===== src/rtl/bram_address_generator.sv =====
// Wrapping BRAM address ramp with a programmable frame length. A restart
// request is held until the end of the current frame, so the restart pulse
// lands on the frame's last address. Address, end-of-frame tick and restart
// pass through the same DELAY-stage pipeline to match BRAM/ADC latency.
module bram_address_generator #(
  parameter int BRAM_WIDTH = 5,
  parameter int DELAY      = 3
) (
  input  logic                  clk,
  input  logic                  rst,
  input  logic                  en,
  input  logic [BRAM_WIDTH-1:0] cfg_last,
  input  logic                  restart_in,
  output logic [BRAM_WIDTH-1:0] address,
  output logic                  restart,
  output logic                  last
);

  logic [BRAM_WIDTH-1:0] cnt;
  logic [BRAM_WIDTH-1:0] last_sh;
  logic                  pending;
  logic                  wrap_c;
  logic                  rst_c;

  logic [BRAM_WIDTH-1:0] cnt_pipe [DELAY];
  logic [DELAY-1:0]      wrap_pipe;
  logic [DELAY-1:0]      rst_pipe;

  // End-of-frame detect and restart issue, both only on an enabled wrap.
  always_comb begin
    wrap_c = en && (cnt == last_sh);
    rst_c  = wrap_c && (pending || restart_in);
  end

  // Frame counter. The frame length is shadowed at the wrap, so a new
  // cfg_last never truncates or overruns the frame that is in progress.
  always_ff @(posedge clk or posedge rst) begin
    if (rst) begin
      cnt     <= '0;
      last_sh <= '0;
    end else if (en) begin
      if (wrap_c) begin
        cnt     <= '0;
        last_sh <= cfg_last;
      end else begin
        cnt <= cnt + 1'b1;
      end
    end
  end

  // Outstanding restart request; several requests in a frame collapse into one.
  always_ff @(posedge clk or posedge rst) begin
    if (rst) begin
      pending <= 1'b0;
    end else if (rst_c) begin
      pending <= 1'b0;
    end else if (restart_in) begin
      pending <= 1'b1;
    end
  end

  // Output pipeline: runs every cycle, independent of en, so all three
  // outputs stay aligned to each other.
  always_ff @(posedge clk or posedge rst) begin
    if (rst) begin
      for (int i = 0; i < DELAY; i++) begin
        cnt_pipe[i] <= '0;
      end
      wrap_pipe <= '0;
      rst_pipe  <= '0;
    end else begin
      cnt_pipe[0]  <= cnt;
      wrap_pipe[0] <= wrap_c;
      rst_pipe[0]  <= rst_c;
      for (int i = 1; i < DELAY; i++) begin
        cnt_pipe[i]  <= cnt_pipe[i-1];
        wrap_pipe[i] <= wrap_pipe[i-1];
        rst_pipe[i]  <= rst_pipe[i-1];
      end
    end
  end

  assign address = cnt_pipe[DELAY-1];
  assign last    = wrap_pipe[DELAY-1];
  assign restart = rst_pipe[DELAY-1];

endmodule


===== config.mk =====
export PLATFORM = sky130hd
export DESIGN_NAME = bram_address_generator
export DESIGN_NICKNAME = d
export VERILOG_FILES = /design/src/rtl/bram_address_generator.sv
export SDC_FILE = /design/constraint.sdc
export NUM_CORES = 1
export LEC_CHECK = 0
export BUFFER_PORTS_ARGS = -buffer_cell sky130_fd_sc_hd__buf_2
export CAP_MARGIN = 20
export CORE_ASPECT_RATIO = 1.25
export CORE_UTILIZATION = 35
export CTS_CLUSTER_DIAMETER = 100
export CTS_CLUSTER_SIZE = 25
export DETAILED_ROUTE_END_ITERATION = 8
export MAX_ROUTING_LAYER = met4
export PLACE_DENSITY = 0.58
export SKIP_CTS_REPAIR_TIMING = 1
export SLEW_MARGIN = 20
export SYNTH_ARGS = -nofsm -noshare
export SYNTH_HDL_FRONTEND = slang
export SYNTH_SLANG_ARGS = --single-unit
export TNS_END_PERCENT = 10

===== constraint.sdc =====
create_clock -name clk -period 2.22 [get_ports clk]
set_input_delay 0.111 -clock clk [delete_from_list [all_inputs] [get_ports clk]]
set_output_delay 0.111 -clock clk [all_outputs]
set_load 0.005 [all_outputs]

==> metrics.txt <==
Clock Tree Buf Depth=2; DR pass1 iterations=4; Slew @ Worst Pin=391 ps; Worst setup SP type=flip-flop; final wirelength=1470 microns; reg2reg path depth=4; CP max FO=12; post-detail-place hpwl=933 microns; HP Start=cfg_last[1]; Initial Util=0.375; share of layout cells above drive strength 1=0.330; Clk pin slew, worst setup/hold paths=100 ps; P_leak=0.634 nW; final worst slack=429 ps; placer congestion estimate=0.828; Slew HR=0.740; clk sink count=32; crit path kind=reg2reg; Cell Area, Synth=0.00111 sq mm; Layout area overhead=14.3%; critical path, cell by cell=xor2_1, nor4_2, and3_4, mux2_2; hold path cells=2; outcome=finished, final reports clean; endpoint class of the critical path=flip-flop; Mapped Nets=80; pwr/cell area=1250 mW/mm^2; Layout Cells excl Fill=127; RSZ-0062 raised after global routing=no; IO Pins=16; vias in the first global route=628; CTS tree=done; endpoints failing hold=0; die footprint=0.00341 sq mm; register area=801 sq um; Mapped Cells=70; # setup viols final=0; fin area=0.00127 sq mm; reg-to-reg critical path startpoint=cnt[1]$_DFFE_PP0P_; antenna violations before repair=0; die width=52.5 microns; post-route DRC violation count=0; Cell variety after synth=17; Yosys reg bits=32; Worst-Skew Late Latency=330 ps; setup_tns=0 ps; Inst Count DP=116; sequential-to-total area share from yosys stat=0.719; Slew Limit Fails=0; DR iter-0 viols=9; ANT nets after route=0; Tcrit/Tclk final=0.807; Final #Nets=100; Die Ht=65.1 microns; crit path time final=1790 ps; Max Cap Viol=0; arrival time worst endpoint=2010 ps; footprint of the multi-input gates=244 sq um; Vias=569; gr ovfl total=0; CTS root buf=clkbuf_4; yosys warns=0; placed inst area=0.00118 sq mm; dpl ws=451 ps; vias per cell=4.48; hold endpoint=last_sh[1]$_DFFE_PP0P_; wire length per cell=11.6 microns; global-route wire length before repair=2670 microns; Worst EP required=2440 ps; worst r2r dst=last_sh[1]$_DFFE_PP0P_; Core Footprint=0.00297 sq mm; Ant. Diodes=0; CP max stage delay=440 ps; Mapped Avg Cell Area=15.9 sq um; I/O Buffers=15; TritonCTS Buffers=5; Layout Skew=10.1 ps; slowest CP cell=dfrtp_1; largest net degree at the start of global routing=33; Fmax=558 MHz; r2r setup slk=430 ps; cell row count=22; H-tree levels=2; GRT Total Usage=0.118; Fill cells=292; worst hold path type=in2reg; peak supply drop=661 uV
-- worst max-delay path by stage --
stage,from,endpoint,cells after the start
6_report,cnt[1]$_DFFE_PP0P_,last_sh[1]$_DFFE_PP0P_,4
5_1_grt,cnt[1]$_DFFE_PP0P_,last_sh[1]$_DFFE_PP0P_,4
3_3_place_gp,cnt[1]$_DFFE_PP0P_,last_sh[1]$_DFFE_PP0P_,4
3_5_place_dp,cnt[1]$_DFFE_PP0P_,last_sh[1]$_DFFE_PP0P_,4
4_1_cts,cnt[1]$_DFFE_PP0P_,last_sh[1]$_DFFE_PP0P_,4
2_1_floorplan,cnt[1]$_DFFE_PP0P_,last_sh[2]$_DFFE_PP0P_,5
-- logic make-up (layout without fill, tap and decap cells) --
kind of cell    after synthesis  count (layout)  synth area share
buf+inv                       9              30            0.0618
flops                        32              32             0.719
fa+ha+maj                     1               1            0.0112
compound gates                2               2            0.0124
simple gates                 12              12            0.0618
mux                           6               6            0.0708
xor+xnor                      8               8            0.0629
-- layout by cell type, fill, tap and decap left out --
cell type | netlist | routed
clkbuf_1 | 0 | 2
nor2b_1 | 1 | 1
dfrtp_1 | 32 | 32
mux2_4 | 3 | 3
o2bb2ai_1 | 1 | 1
buf_4 | 5 | 1
clkbuf_8 | 0 | 1
inv_1 | 3 | 3
xor2_1 | 7 | 7
and3_4 | 1 | 1
clkbuf_4 | 0 | 5
a21oi_1 | 1 | 1
ha_1 | 1 | 1
buf_2 | 0 | 15
nand4_1 | 2 | 2
mux2_2 | 3 | 3
dlygate4sd3_1 | 0 | 3
nor2_1 | 5 | 5
xnor2_1 | 1 | 1
nor4_2 | 1 | 1
nand2_1 | 2 | 2
-- per-layer routing --
layer  track usage  up-vias  wire length [microns]
met3        0.0704        2                    107
li1              -      260                      -
met4        0.0493        0                      7
met5             -        -                      0
met2         0.188       20                    762
met1         0.112      287                    591
-- power by group --
| part | leakage (nW) | internal [mW] | switching (mW) |
|---|---|---|---|
| combinational | 0.199 | 0.191 | 0.144 |
| clock | 0.0326 | 0.156 | 0.179 |
| sequential | 0.402 | 0.806 | 0.118 |
| total | 0.634 | 1.15 | 0.442 |
-- through the flow --
stage	hold slack, ps	total power, mW	utilization
global route	0.560	1.71	0.428
global placement	206	1.25	0.398
CTS	-149	1.61	0.418
finish	8.86	1.60	0.428
floorplan	227	1.22	-
detailed placement	214	1.27	0.398
-- Yosys cell counts --
master     number  area, sq um
a21oi_1         1         5.00
and3_4          1         11.3
buf_12          1         20.0
buf_4           5         37.5
dfrtp_1        32          801
ha_1            1         12.5
inv_1           3         11.3
mux2_2          3         33.8
mux2_4          3         45.0
nand2_1         2         7.51
nand4_1         2         12.5
nor2_1          5         18.8
nor2b_1         1         6.26
nor4_2          1         12.5
o2bb2ai_1       1         8.76
xnor2_1         1         8.76
xor2_1          7         61.3
-- sequential cells by signal (all words and copies together), names as in the netlist --
name and flops:
wrap_pipe 3, pending 1, last_sh 5, cnt 5
address 5, rst_pipe 3, cnt_pipe 10
-- layout make-up --
| type | count | area share |
|---|---|---|
| Multi-Input combinational cell | 29 | 0.192 |
| Tap cell | 36 | 0.0354 |
| Inverter | 3 | 0.00885 |
| Sequential cell | 32 | 0.629 |
| Timing Repair Buffer | 19 | 0.0885 |
| Clock buffer | 8 | 0.0462 |
-- worst max-delay path: cells and delay by family, from the launching register on --
| kind | cells | cell delay (ps) |
|---|---|---|
| multiplexers | 1 | 350 |
| flip-flops | 1 | 440 |
| XOR/XNOR | 1 | 190 |
| AND/OR/NAND/NOR | 2 | 710 |
(Power assumes the default switching activity.)
